File: src/rtl/neo_p2_arb_if.sv
// P2 ROM port bundle: 68K read port, ROM-loader write port and the shared SDRAM port.
// The arbiter takes the slave view; the requesters/SDRAM side take the master view.
interface neo_p2_arb_if #(
  parameter int ADDR_W = 24
);
  logic              CPU_REQ;
  logic [ADDR_W-1:0] CPU_ADDR;
  logic [15:0]       CPU_DATA;
  logic              CPU_ACK;
  logic              LD_REQ;
  logic [ADDR_W-1:0] LD_ADDR;
  logic [15:0]       LD_DATA;
  logic              LD_ACK;
  logic              SD_REQ;
  logic              SD_WE;
  logic [ADDR_W-1:0] SD_ADDR;
  logic [15:0]       SD_WDATA;
  logic [15:0]       SD_RDATA;
  logic              SD_RDY;

  modport slave (
    input  CPU_REQ, CPU_ADDR, LD_REQ, LD_ADDR, LD_DATA, SD_RDATA, SD_RDY,
    output CPU_DATA, CPU_ACK, LD_ACK, SD_REQ, SD_WE, SD_ADDR, SD_WDATA
  );

  modport master (
    output CPU_REQ, CPU_ADDR, LD_REQ, LD_ADDR, LD_DATA, SD_RDATA, SD_RDY,
    input  CPU_DATA, CPU_ACK, LD_ACK, SD_REQ, SD_WE, SD_ADDR, SD_WDATA
  );
endinterface

File: src/rtl/neo_p2_arb.sv
// P2 ROM arbiter: shares one SDRAM port between 68K reads (with a one-word read cache)
// and ROM-loader writes, bounding how long the loader can be starved by the CPU.
module neo_p2_arb #(
  parameter int ADDR_W     = 24,
  parameter int MAX_STREAK = 3
) (
  input  logic          CLK_24M,
  input  logic          RESET,
  neo_p2_arb_if.slave   bus
);

  localparam int SW = ($clog2(MAX_STREAK + 1) < 2) ? 2 : $clog2(MAX_STREAK + 1);

  typedef enum logic [1:0] {IDLE, RD, WR, DONE} state_t;

  state_t              state, state_nxt;
  logic                valid, valid_nxt;
  logic [ADDR_W-2:0]   tag, tag_nxt;
  logic [15:0]         data, data_nxt;
  logic [SW-1:0]       streak, streak_nxt;
  logic                sd_req, sd_req_nxt;
  logic                sd_we, sd_we_nxt;
  logic [ADDR_W-1:0]   sd_addr, sd_addr_nxt;
  logic [15:0]         sd_wdata, sd_wdata_nxt;
  logic [15:0]         cpu_data, cpu_data_nxt;
  logic                cpu_ack, cpu_ack_nxt;
  logic                ld_ack, ld_ack_nxt;
  logic                hit, ld_sel, cpu_sel;

  function automatic logic [SW-1:0] streak_inc(input logic [SW-1:0] s);
    if (s >= SW'(MAX_STREAK)) return SW'(MAX_STREAK);
    return s + SW'(1);
  endfunction

  // Byte address bit 0 never matters: the ROM is word-organised.
  assign hit     = valid && (tag == bus.CPU_ADDR[ADDR_W-1:1]);
  assign ld_sel  = bus.LD_REQ && (!bus.CPU_REQ || (streak == SW'(MAX_STREAK)));
  assign cpu_sel = bus.CPU_REQ && !ld_sel;

  always_comb begin
    state_nxt    = state;
    valid_nxt    = valid;
    tag_nxt      = tag;
    data_nxt     = data;
    streak_nxt   = streak;
    sd_req_nxt   = sd_req;
    sd_we_nxt    = sd_we;
    sd_addr_nxt  = sd_addr;
    sd_wdata_nxt = sd_wdata;
    cpu_data_nxt = cpu_data;
    cpu_ack_nxt  = 1'b0;
    ld_ack_nxt   = 1'b0;
    case (state)
      IDLE: begin
        if (!bus.LD_REQ) streak_nxt = '0;
        if (ld_sel) begin
          sd_req_nxt   = 1'b1;
          sd_we_nxt    = 1'b1;
          sd_addr_nxt  = {bus.LD_ADDR[ADDR_W-1:1], 1'b0};
          sd_wdata_nxt = bus.LD_DATA;
          valid_nxt    = 1'b0;
          streak_nxt   = '0;
          state_nxt    = WR;
        end else if (cpu_sel) begin
          if (bus.LD_REQ) streak_nxt = streak_inc(streak);
          if (hit) begin
            cpu_data_nxt = data;
            cpu_ack_nxt  = 1'b1;
            state_nxt    = DONE;
          end else begin
            sd_req_nxt  = 1'b1;
            sd_we_nxt   = 1'b0;
            sd_addr_nxt = {bus.CPU_ADDR[ADDR_W-1:1], 1'b0};
            state_nxt   = RD;
          end
        end
      end
      RD: begin
        if (bus.SD_RDY) begin
          sd_req_nxt   = 1'b0;
          cpu_data_nxt = bus.SD_RDATA;
          cpu_ack_nxt  = 1'b1;
          valid_nxt    = 1'b1;
          tag_nxt      = sd_addr[ADDR_W-1:1];
          data_nxt     = bus.SD_RDATA;
          state_nxt    = DONE;
        end
      end
      WR: begin
        if (bus.SD_RDY) begin
          sd_req_nxt = 1'b0;
          ld_ack_nxt = 1'b1;
          state_nxt  = DONE;
        end
      end
      DONE:    state_nxt = IDLE;
      default: state_nxt = IDLE;
    endcase
  end

  // Reset abandons any SDRAM access in flight and empties the cache.
  always_ff @(posedge CLK_24M or posedge RESET) begin
    if (RESET) begin
      state    <= IDLE;
      valid    <= 1'b0;
      tag      <= '0;
      data     <= '0;
      streak   <= '0;
      sd_req   <= 1'b0;
      sd_we    <= 1'b0;
      sd_addr  <= '0;
      sd_wdata <= '0;
      cpu_data <= '0;
      cpu_ack  <= 1'b0;
      ld_ack   <= 1'b0;
    end else begin
      state    <= state_nxt;
      valid    <= valid_nxt;
      tag      <= tag_nxt;
      data     <= data_nxt;
      streak   <= streak_nxt;
      sd_req   <= sd_req_nxt;
      sd_we    <= sd_we_nxt;
      sd_addr  <= sd_addr_nxt;
      sd_wdata <= sd_wdata_nxt;
      cpu_data <= cpu_data_nxt;
      cpu_ack  <= cpu_ack_nxt;
      ld_ack   <= ld_ack_nxt;
    end
  end

  assign bus.CPU_DATA = cpu_data;
  assign bus.CPU_ACK  = cpu_ack;
  assign bus.LD_ACK   = ld_ack;
  assign bus.SD_REQ   = sd_req;
  assign bus.SD_WE    = sd_we;
  assign bus.SD_ADDR  = sd_addr;
  assign bus.SD_WDATA = sd_wdata;

endmodule
File: src/flat_wrapper.sv
// flat-port wrapper written by rule: the top's interface ports become plain ports
module neo_p2_arb_flat 
#(
  parameter int ADDR_W     = 24,
  parameter int MAX_STREAK = 3
)
  (CLK_24M, RESET, bus_CPU_REQ, bus_CPU_ADDR, bus_LD_REQ, bus_LD_ADDR, bus_LD_DATA, bus_SD_RDATA, bus_SD_RDY, bus_CPU_DATA, bus_CPU_ACK, bus_LD_ACK, bus_SD_REQ, bus_SD_WE, bus_SD_ADDR, bus_SD_WDATA);
  neo_p2_arb_if #(.ADDR_W(ADDR_W)) bus_i ();
  input  logic CLK_24M;
  input  logic RESET;
  input wire logic [$bits(bus_i.CPU_REQ)-1:0] bus_CPU_REQ;
  input wire logic [$bits(bus_i.CPU_ADDR)-1:0] bus_CPU_ADDR;
  input wire logic [$bits(bus_i.LD_REQ)-1:0] bus_LD_REQ;
  input wire logic [$bits(bus_i.LD_ADDR)-1:0] bus_LD_ADDR;
  input wire logic [$bits(bus_i.LD_DATA)-1:0] bus_LD_DATA;
  input wire logic [$bits(bus_i.SD_RDATA)-1:0] bus_SD_RDATA;
  input wire logic [$bits(bus_i.SD_RDY)-1:0] bus_SD_RDY;
  output wire logic [$bits(bus_i.CPU_DATA)-1:0] bus_CPU_DATA;
  output wire logic [$bits(bus_i.CPU_ACK)-1:0] bus_CPU_ACK;
  output wire logic [$bits(bus_i.LD_ACK)-1:0] bus_LD_ACK;
  output wire logic [$bits(bus_i.SD_REQ)-1:0] bus_SD_REQ;
  output wire logic [$bits(bus_i.SD_WE)-1:0] bus_SD_WE;
  output wire logic [$bits(bus_i.SD_ADDR)-1:0] bus_SD_ADDR;
  output wire logic [$bits(bus_i.SD_WDATA)-1:0] bus_SD_WDATA;
  assign bus_i.CPU_REQ = bus_CPU_REQ;
  assign bus_i.CPU_ADDR = bus_CPU_ADDR;
  assign bus_i.LD_REQ = bus_LD_REQ;
  assign bus_i.LD_ADDR = bus_LD_ADDR;
  assign bus_i.LD_DATA = bus_LD_DATA;
  assign bus_i.SD_RDATA = bus_SD_RDATA;
  assign bus_i.SD_RDY = bus_SD_RDY;
  assign bus_CPU_DATA = bus_i.CPU_DATA;
  assign bus_CPU_ACK = bus_i.CPU_ACK;
  assign bus_LD_ACK = bus_i.LD_ACK;
  assign bus_SD_REQ = bus_i.SD_REQ;
  assign bus_SD_WE = bus_i.SD_WE;
  assign bus_SD_ADDR = bus_i.SD_ADDR;
  assign bus_SD_WDATA = bus_i.SD_WDATA;
  neo_p2_arb #(.ADDR_W(ADDR_W), .MAX_STREAK(MAX_STREAK)) u_core (.CLK_24M(CLK_24M), .RESET(RESET), .bus(bus_i));
endmodule
File: config.mk
export PLATFORM = sky130hd
export DESIGN_NAME = neo_p2_arb_flat
export DESIGN_NICKNAME = d
export VERILOG_FILES = /design/src/rtl/neo_p2_arb_if.sv /design/src/rtl/neo_p2_arb.sv /design/src/flat_wrapper.sv
export SDC_FILE = /design/constraint.sdc
export NUM_CORES = 1
export LEC_CHECK = 0
export BUFFER_PORTS_ARGS = -buffer_cell sky130_fd_sc_hd__buf_2
export CORE_ASPECT_RATIO = 0.8
export CORE_MARGIN = 2
export CORE_UTILIZATION = 50
export CTS_CLUSTER_SIZE = 28
export DETAILED_ROUTE_END_ITERATION = 16
export HOLD_SLACK_MARGIN = 0.08
export PLACE_DENSITY = 0.8
export SLEW_MARGIN = 10
export SYNTH_ARGS = -nofsm -noshare
export SYNTH_HDL_FRONTEND = slang
export SYNTH_SLANG_ARGS = --single-unit
File: constraint.sdc
create_clock -name CLK_24M -period 8.3 [get_ports CLK_24M]
set_input_delay 1.66 -clock CLK_24M [delete_from_list [all_inputs] [get_ports CLK_24M]]
set_output_delay 1.66 -clock CLK_24M [all_outputs]
set_load 0.1 [all_outputs]
==> After elaboration in Yosys (flattened, before gate mapping) <==
Index checks and enable logic that the tools add are counted.
{ "totals": {"ff_bits": 104, "latch_bits": 0, "ramBits": 0, "mem_bits_ro": 0, "output_inout_bits": 60, "wordCells": 87, "memories": 0} }
{ "op_classes": {"add_sub_neg": 1, "n_mul": 0, "div": 0, "order_cmp": 1, "eq_ne": 14, "n_shift": 0, "muxes": 41, "bitwise": 0, "n_reduce_logical": 18} }
{ "ops": {"columns": ["cell", "n"], "rows": [
  ["2-to-1 mux 24 bit", 3],
  ["2-to-1 mux 16 bit", 4],
  ["case mux 16 bit (2 select lines)", 1],
  ["== test 23 bit", 1],
  ["2-to-1 mux 2 bit", 10],
  ["2-to-1 mux 1 bit", 19],
  ["inequality test 2 x 1 -> 1 bit (second input constant)", 4],
  ["== test 2 bit (second input constant)", 3],
  ["inequality test 2 bit (second input constant)", 3],
  ["case mux 1 bit (2 select lines)", 3],
  ["case mux 2 bit (3 select lines)", 1],
  ["AND reduction 2 bit", 3],
  ["AND reduction 3 bit", 2],
  ["nonzero test 2 bit", 3],
  ["AND reduction 5 bit", 1],
  ["AND reduction 4 bit", 1],
  ["logical AND 1 bit", 3],
  ["inequality test 3 x 1 -> 1 bit (second input constant)", 1],
  ["inequality test 3 bit (second input constant)", 1],
  ["adder 2 x 1 -> 2 bit (second input constant)", 1],
  ["== test 2 x 1 -> 1 bit (second input constant)", 1],
  [">= comparator 2 bit (second input constant)", 1],
  ["zero test 1 bit", 2],
  ["zero test 2 bit", 1],
  ["2 further kinds", 2]
]} }

==> Depth between registers and ports, before layout <==
Gate-level depths: netlist of run 1.
{ "logic_depth": {"word_depth": 12, "ltp_mapped": 8, "ltp_nobuf": 7} }

==> Worst setup path before layout of run 1 <==
OpenSTA, ideal clock, no wires.
{ "synth_timing": {"path_kind": "input to register", "startpoint": "input port bus_CPU_ADDR[22]", "endpoint": "register u_core.cpu_data[0], in the netlist u_core.bus.CPU_DATA[0]", "setup_ns": 0.125, "arrival_time_ns": 3.331, "t_required_ns": 8.175, "path_slack_ns": 4.843, "stages": 6, "path_cell_list": "xnor2_1 > nand4_1 > or4_4 > o32ai_4 > buf_6 > mux2_2"} }
{ "synth_via": {"elab_chain_cells": 4} }
{ "synth_lines": {"columns": ["element", "line", "rtl"], "rows": [
  ["from (decl)", "flat_wrapper.sv:12", "input wire logic [$bits(bus_i.CPU_ADDR)-1:0] bus_CPU_ADDR;"],
  ["== test 23 bit", "neo_p2_arb.sv:36", "assign hit = valid && (tag == bus.CPU_ADDR[ADDR_W-1:1]);"],
  ["logical AND 1 bit", "neo_p2_arb.sv:36", null],
  ["inequality test 2 x 1 -> 1 bit (no source line)", null, null],
  ["AND reduction 5 bit (no source line)", null, null],
  ["to (signal assigned)", "neo_p2_arb.sv:126", "cpu_data <= cpu_data_nxt;"],
  ["to (decl)", "neo_p2_arb.sv:25", "logic [15:0] cpu_data, cpu_data_nxt;"]
]} }
No other way between the ends.
A chain may end at the register's enable or synchronous reset.

==> Final worst setup path of run 1 <==
{ "layout_timing": {"startpoint": "input port bus_CPU_ADDR[12]", "endpoint": "register u_core.cpu_data[5], in the netlist u_core.bus.CPU_DATA[5]"} }
Same word-level chain as after synthesis.

==> results of run 1 <==
[worst register-to-register path: cells and delay by family (launching register included)]
kind / cells / cell delay, ns
adder cells (fa/ha/maj): 1 / 0.46
AND/OR/NAND/NOR: 2 / 1.71
buffers and inverters: 2 / 0.33
flip-flops: 1 / 0.40
AO/OA/AOI/OAI: 2 / 0.65
[cell usage in the layout (no fill, tap or decap), drive strengths merged, types with 10 or more instances in the layout]
| cell type | instances |
|---|---|
| nand2 | 31 |
| mux2 | 65 |
| buf | 146 |
| nor2 | 25 |
| inv | 30 |
| o32ai | 24 |
| clkbuf | 10 |
| dfrtp | 103 |
| o21ai | 25 |
| o2bb2ai | 23 |
| a221oi | 23 |
| xnor2 | 15 |
[through the flow]
stage,instances,hold slack [ns],cell area (sq um)
floorplan,437,0.469,5000
global placement,689,0.468,5800
detailed placement,689,0.487,5800
CTS,705,0.504,6130
global route,705,0.518,6130
finish,705,0.502,6130
[flip-flops by register name (all words and copies together) (netlist names)]
name and cells:
u_core.streak 2, u_core.bus.CPU_DATA 16, u_core.valid 1, u_core.bus.LD_ACK 1
u_core.bus.CPU_ACK 1, u_core.bus.SD_REQ 1, u_core.bus.SD_WDATA 16, u_core.state 2
u_core.tag 23, u_core.bus.SD_WE 1, u_core.bus.SD_ADDR 23, u_core.data 16
[Yosys cell counts, drive strengths merged, types with 2 or more instances]
library cell and number:
ha 4, clkbuf 23, mux2i 2, o21ai 25
nand2 31, nor2 25, a221oi 23, a32o 2
buf 7, a31oi 2, a21oi 3, inv 28
and2 2, o32ai 24, mux2 65, xnor2 15
o211ai 2, dfrtp 103, xor2 8, nand4 6
nor4 3, o2bb2ai 23, nand3 2
[area by class of cell]
class	instances	area, sq um
fill	814	3560
sequential	103	2580
multi-input combinational	276	2200
timing repair buffer	146	743
clock buffer	10	239
tap	136	170
inverter	28	108
clock inverter	6	90.1
[worst max path at each step]
stage	to	slack, ns	depth (start not counted)
final	u_core.bus.CPU_DATA[5]	4.05	6
after detailed placement	u_core.bus.CPU_DATA[12]	3.67	6
after CTS	u_core.bus.CPU_DATA[6]	4.03	6
after floorplan	u_core.bus.CPU_ACK	3.94	1
after global routing	u_core.bus.CPU_DATA[13]	3.84	6
after global placement	u_core.bus.CPU_DATA[2]	3.72	6
[routing by layer]
metal / vias up / routed length, um
met2: 166 / 5890
met5: - / 0
met1: 1923 / 5410
met4: 0 / 155
li1: 1853 / -
met3: 20 / 992
[cell families after synthesis]
kind of cell,Yosys count,share of synthesized area
XOR/XNOR,23,0.0403
adder cells (fa/ha/maj),4,0.0100
AO/OA/AOI/OAI,108,0.171
flip-flops,103,0.516
other,1,0.000751
multiplexers,67,0.151
buffers and inverters,58,0.0471
AND/OR/NAND/NOR,73,0.0646
==> qor.csv, run 1 <==
stage,metric,value,unit
run_status,outcome,finished clean,
cts,TritonCTS clock tree,done,
min_path,hold path depth,1,
worst_setup_path,"Max stage delay cell, worst path",o32ai_4,
yosys,Syn Inst Count,437,
route,"antenna viol nets, final",0,
die,die area,0.0108,sq mm
global_routing,met1 GRT Util,0.316,
worst_setup_path,Setup CP Type,in -> reg,
min_path,worst min-delay path class,reg -> reg,
timing,max_slew headroom,0.237,
die,Site Rows,32,
route,WL final,12400,um
global_routing,pin count of the biggest net entering global routing,77,
global_routing,GRT Max-Usage Layer,met2,
timing,period utilization,0.512,
timing,setup violators final,0,
cts,Post-CTS Setup Repair Bufs,0,
placement,Buffers on Ports,141,
die,Top Ports,145,
global_routing,met2 Track Usage GR,0.377,
timing,Achievable Freq,235,MHz
cts,CTS H-tree depth,3,
timing,unrepaired setup endpoints after global routing,no,
yosys,post-synth cell types,36,
yosys,Synth top area share,0.516,
route,First-pass DRT Iterations,5,
worst_setup_path,R2R cell count,7,
die,DIE WIDTH,116,um
worst_setup_path,crit path from,bus_CPU_ADDR[12],
route,DRC viols,0,
worst_setup_path,startpoint type of the worst setup path,input port,
timing,Final Hold Viols,0,
cts,clk buf depth,2,
cts,PostCTS Resize Cnt,0,
flow_run,max_cap viols,0,
worst_setup_path,largest stage delay on the critical path,0.99,ns
worst_setup_path,CP required,8.53,ns
cts,clock root buffer,clkbuf_16,
yosys,Synth area leaders,"dfrtp_1, mux2_2, a221oi_1, o2bb2ai_1, o32ai_1",
final_layout,Layout Utilization,0.632,
global_routing,first-pass GRT wire length,19900,um
cts,Num CTS Buffers,9,
final_layout,layout cells sized above 1,0.411,
yosys,main flop type after synthesis,dfrtp_1,
yosys,Synthesized Nets,526,
route,vias per cell,5.62,
final_layout,NumNets Final,653,
timing,setup TNS,0,ns
route,routed vias,3962,
timing,min cycle time layout,4.25,ns
timing,PnR worst setup slack,4.05,ns
yosys,synthesized area,0.00500,sq mm
worst_setup_path,Top delay family on crit path,simple AND/OR/NAND/NOR gates,
worst_setup_path,Buf/Inv on CP,1,
global_routing,gr usage total,0.237,
worst_setup_path,Crit. End Element,flop,
placement,pre-CTS setup slack,3.67,ns
cts,Sink Count,103,
cts,cts hold-fix bufs,0,
global_routing,grt ovf,0,
timing,Final Skew,0.00561,ns
yosys,register bit count reported by yosys,103,
worst_setup_path,worst path cell trace,"buf_2, xor2_1, nor4_1, nand2_1, o32ai_4, mux2_2",
final_layout,Ant. Diodes,0,
global_routing,met3 Use GR,0.0726,
yosys,post-synthesis sequential area ratio,0.516,
worst_setup_path,R2R Setup Slk,4.60,ns
die,chip height,93.4,um
die,Starting Density,0.516,
worst_setup_path,RR Endpoint,u_core.bus.SD_ADDR[10],
route,drt wl/cell,17.6,um
global_routing,vias in the first global route,4058,
yosys,asr flop ratio synth,1.00,
min_path,Hold Path Sink,u_core.bus.CPU_DATA[7],
yosys,number of enable flip-flop cells after synthesis,0,
cts,worst-skew pair later-pin latency,0.34,ns
placement,GP Congestion,0.811,
final_layout,area delta synth->final,22.6,%
yosys,syn avg cell area,11.4,sq um
global_routing,initial antenna violation count,0,
timing,actual slew at the worst max-slew pin,1.14,ns
min_path,Worst Hold Launch,u_core.bus.CPU_DATA[7],
die,core outline area,0.00969,sq mm
timing,"Slew Viols, Final",0,
yosys,YS warnings,0,
placement,hpwl dp,8600,um
cts,"Reg clk slew, reported paths",0.07,ns
yosys,cell taking the most area after synthesis,dfrtp_1,
worst_setup_path,Critical Path AT,4.48,ns
worst_setup_path,CP max FO,26,
worst_setup_path,RR Startpoint,u_core.state[0],
route,initial drt markers,312,
Power of run 1 is left out: the tool's default activity adds up to more than one toggle a clock period on the data nets, which glitch-free logic cannot reach.
==> inputs of run 2 (changes only) <==
--- a/config.mk
+++ b/config.mk
@@ -8,11 +8,11 @@
 export BUFFER_PORTS_ARGS = -buffer_cell sky130_fd_sc_hd__buf_2
 export CORE_ASPECT_RATIO = 0.8
 export CORE_MARGIN = 2
-export CORE_UTILIZATION = 50
+export CORE_UTILIZATION = 47
 export CTS_CLUSTER_SIZE = 28
 export DETAILED_ROUTE_END_ITERATION = 16
 export HOLD_SLACK_MARGIN = 0.08
-export PLACE_DENSITY = 0.8
+export PLACE_DENSITY = 0.79
 export SLEW_MARGIN = 10
 export SYNTH_ARGS = -nofsm -noshare
 export SYNTH_HDL_FRONTEND = slang
==> constraint.sdc (replaced) <==
create_clock -name CLK_24M -period 3.9 [get_ports CLK_24M]
set_input_delay 0.78 -clock CLK_24M [delete_from_list [all_inputs] [get_ports CLK_24M]]
set_output_delay 0.78 -clock CLK_24M [all_outputs]
set_load 0.1 [all_outputs]
==> qor.csv, run 2 (same netlist as run 1, synthesis figures left out) <==
stage,metric,value,unit,change
route,"antenna viol nets, final",0,,unchanged
timing,Final Skew,0.00687,ns,was 0.00561 ns
global_routing,initial antenna violation count,1,,was 0
final_layout,post-route cell area,0.00620,sq mm,was 0.00613 sq mm
timing,Achievable Freq,354,MHz,
placement,pre-CTS setup slack,0.767,ns,was 3.67 ns
global_routing,gr usage total,0.240,,was 0.237
timing,setup TNS,0,ns,unchanged
timing,Final Hold Viols,0,,unchanged
cts,clk buf depth,2,,unchanged
die,chip height,96.2,um,was 93.4 um
final_layout,area delta synth->final,24.2,%,was 22.6%
route,initial drt markers,265,,was 312
final_layout,Ant. Diodes,0,,unchanged
global_routing,grt ovf,0,,unchanged
cts,clock root buffer,clkbuf_16,,unchanged
worst_setup_path,Buf/Inv on CP,2,,was 1
cts,cts hold-fix bufs,0,,unchanged
cts,"Reg clk slew, reported paths",0.07,ns,about the same
final_layout,NumNets Final,660,,was 653
timing,max_slew headroom,0.360,,was 0.237
route,vias per cell,5.73,,was 5.62
cts,Num CTS Buffers,9,,unchanged
run_status,outcome,finished clean,,unchanged
worst_setup_path,CP max FO,18,,was 26
die,Site Rows,33,,was 32
timing,PnR worst setup slack,1.07,ns,was 4.05 ns
route,DRC viols,0,,unchanged
worst_setup_path,Crit. End Element,flop,,unchanged
timing,min cycle time layout,2.83,ns,
placement,GP Congestion,0.798,,was 0.811
worst_setup_path,worst path cell trace,"buf_2, xor2_1, nor4_1, nand2_1, nor3_2, buf_4, a221oi_1",,"was buf_2, xor2_1, nor4_1, nand2_1, o32ai_4, mux2_2"
die,core outline area,0.0103,sq mm,was 0.00969 sq mm
final_layout,"most common cell after layout, fill and taps aside",buf_2,,unchanged
timing,setup violators final,0,,unchanged
die,Starting Density,0.486,,was 0.516
cts,TritonCTS clock tree,done,,unchanged
placement,Buffers on Ports,141,,unchanged
global_routing,first-pass GRT wire length,21400,um,was 19900 um
route,First-pass DRT Iterations,4,,was 5
cts,worst-skew pair later-pin latency,0.35,ns,was 0.34 ns
die,DIE WIDTH,119,um,was 116 um
timing,actual slew at the worst max-slew pin,0.959,ns,was 1.14 ns
route,WL final,13000,um,was 12400 um
worst_setup_path,CP required,4.10,ns,was 8.53 ns
die,die area,0.0115,sq mm,was 0.0108 sq mm
final_layout,"commonest non-fill, non-tap cells in the layout","buf_2, dfrtp_1, mux2_2",,unchanged
timing,"Slew Viols, Final",0,,unchanged
worst_setup_path,Setup CP Type,in -> reg,,unchanged
cts,CTS H-tree depth,3,,unchanged
worst_setup_path,largest stage delay on the critical path,0.60,ns,was 0.99 ns
final_layout,Layout Utilization,0.603,,was 0.632
worst_setup_path,Critical Path AT,3.02,ns,was 4.48 ns
min_path,worst min-delay path class,reg -> reg,,unchanged
timing,period utilization,0.725,,
cts,Sink Count,103,,unchanged
global_routing,pin count of the biggest net entering global routing,71,,was 77
worst_setup_path,startpoint type of the worst setup path,input port,,unchanged
cts,PostCTS Resize Cnt,0,,unchanged
final_layout,layout cells sized above 1,0.417,,was 0.411
cts,Post-CTS Setup Repair Bufs,0,,unchanged
die,Top Ports,145,,unchanged
route,routed vias,4102,,was 3962
flow_run,max_cap viols,0,,unchanged
placement,hpwl dp,8900,um,was 8600 um
global_routing,vias in the first global route,4412,,was 4058
route,drt wl/cell,18.2,um,was 17.6 um
worst_setup_path,Top delay family on crit path,simple AND/OR/NAND/NOR gates,,unchanged
worst_setup_path,"Max stage delay cell, worst path",nor4_1,,was o32ai_4
timing,unrepaired setup endpoints after global routing,no,,unchanged
placement,Area after DPL,0.00586,sq mm,was 0.00580 sq mm
run 2: changes by cell type in the layout (fill, tap and decap cells not counted):
cell        delta
buf_4          +7
bufinv_16      +1
clkbuf_1       +1
clkinv_2       -1
clkinvlp_4     +1
inv_6          -2
run 2: stage by stage:
| step | hold slack [ns] | std cells |
|---|---|---|
| 6_report | 0.499 | 716 |
| 5_1_grt | 0.522 | 716 |
| 4_1_cts | 0.503 | 716 |
| 3_5_place_dp | 0.487 | 700 |
| 3_3_place_gp | 0.482 | 700 |
| 2_1_floorplan | 0.469 | 437 |
run 2: final timing paths:
path | from | endpoint | slack [ns] | cells past startpoint
worst max-delay path | bus_CPU_ADDR[15] | u_core.bus.SD_ADDR[1] | 1.07 | 7
worst min-delay path | u_core.bus.SD_WDATA[9] | u_core.bus.SD_WDATA[9] | 0.50 | 1
worst max register to register | u_core.state[1] | u_core.bus.CPU_DATA[10] | 1.18 | 7
worst min register to register | u_core.bus.SD_WDATA[9] | u_core.bus.SD_WDATA[9] | 0.50 | 1
max in group asynchronous | RESET | u_core.data[9] | 2.48 | 3
min in group asynchronous | RESET | u_core.data[11] | 0.61 | 2
run 2: cell type report:
class,count,area [sq um]
Tap cell,140,175
Timing Repair Buffer,153,796
Clock buffer,11,243
Sequential cell,103,2580
Clock inverter,5,105
Inverter,28,108
Fill cell,868,4080
Multi-Input combinational cell,276,2200
run 2: routing by layer:
metal,global-route usage,routed length (um)
met5,0,13
met4,0.0833,201
met3,0.0729,1170
met2,0.413,6320
met1,0.290,5330
Power of run 2 is left out for the same reason.
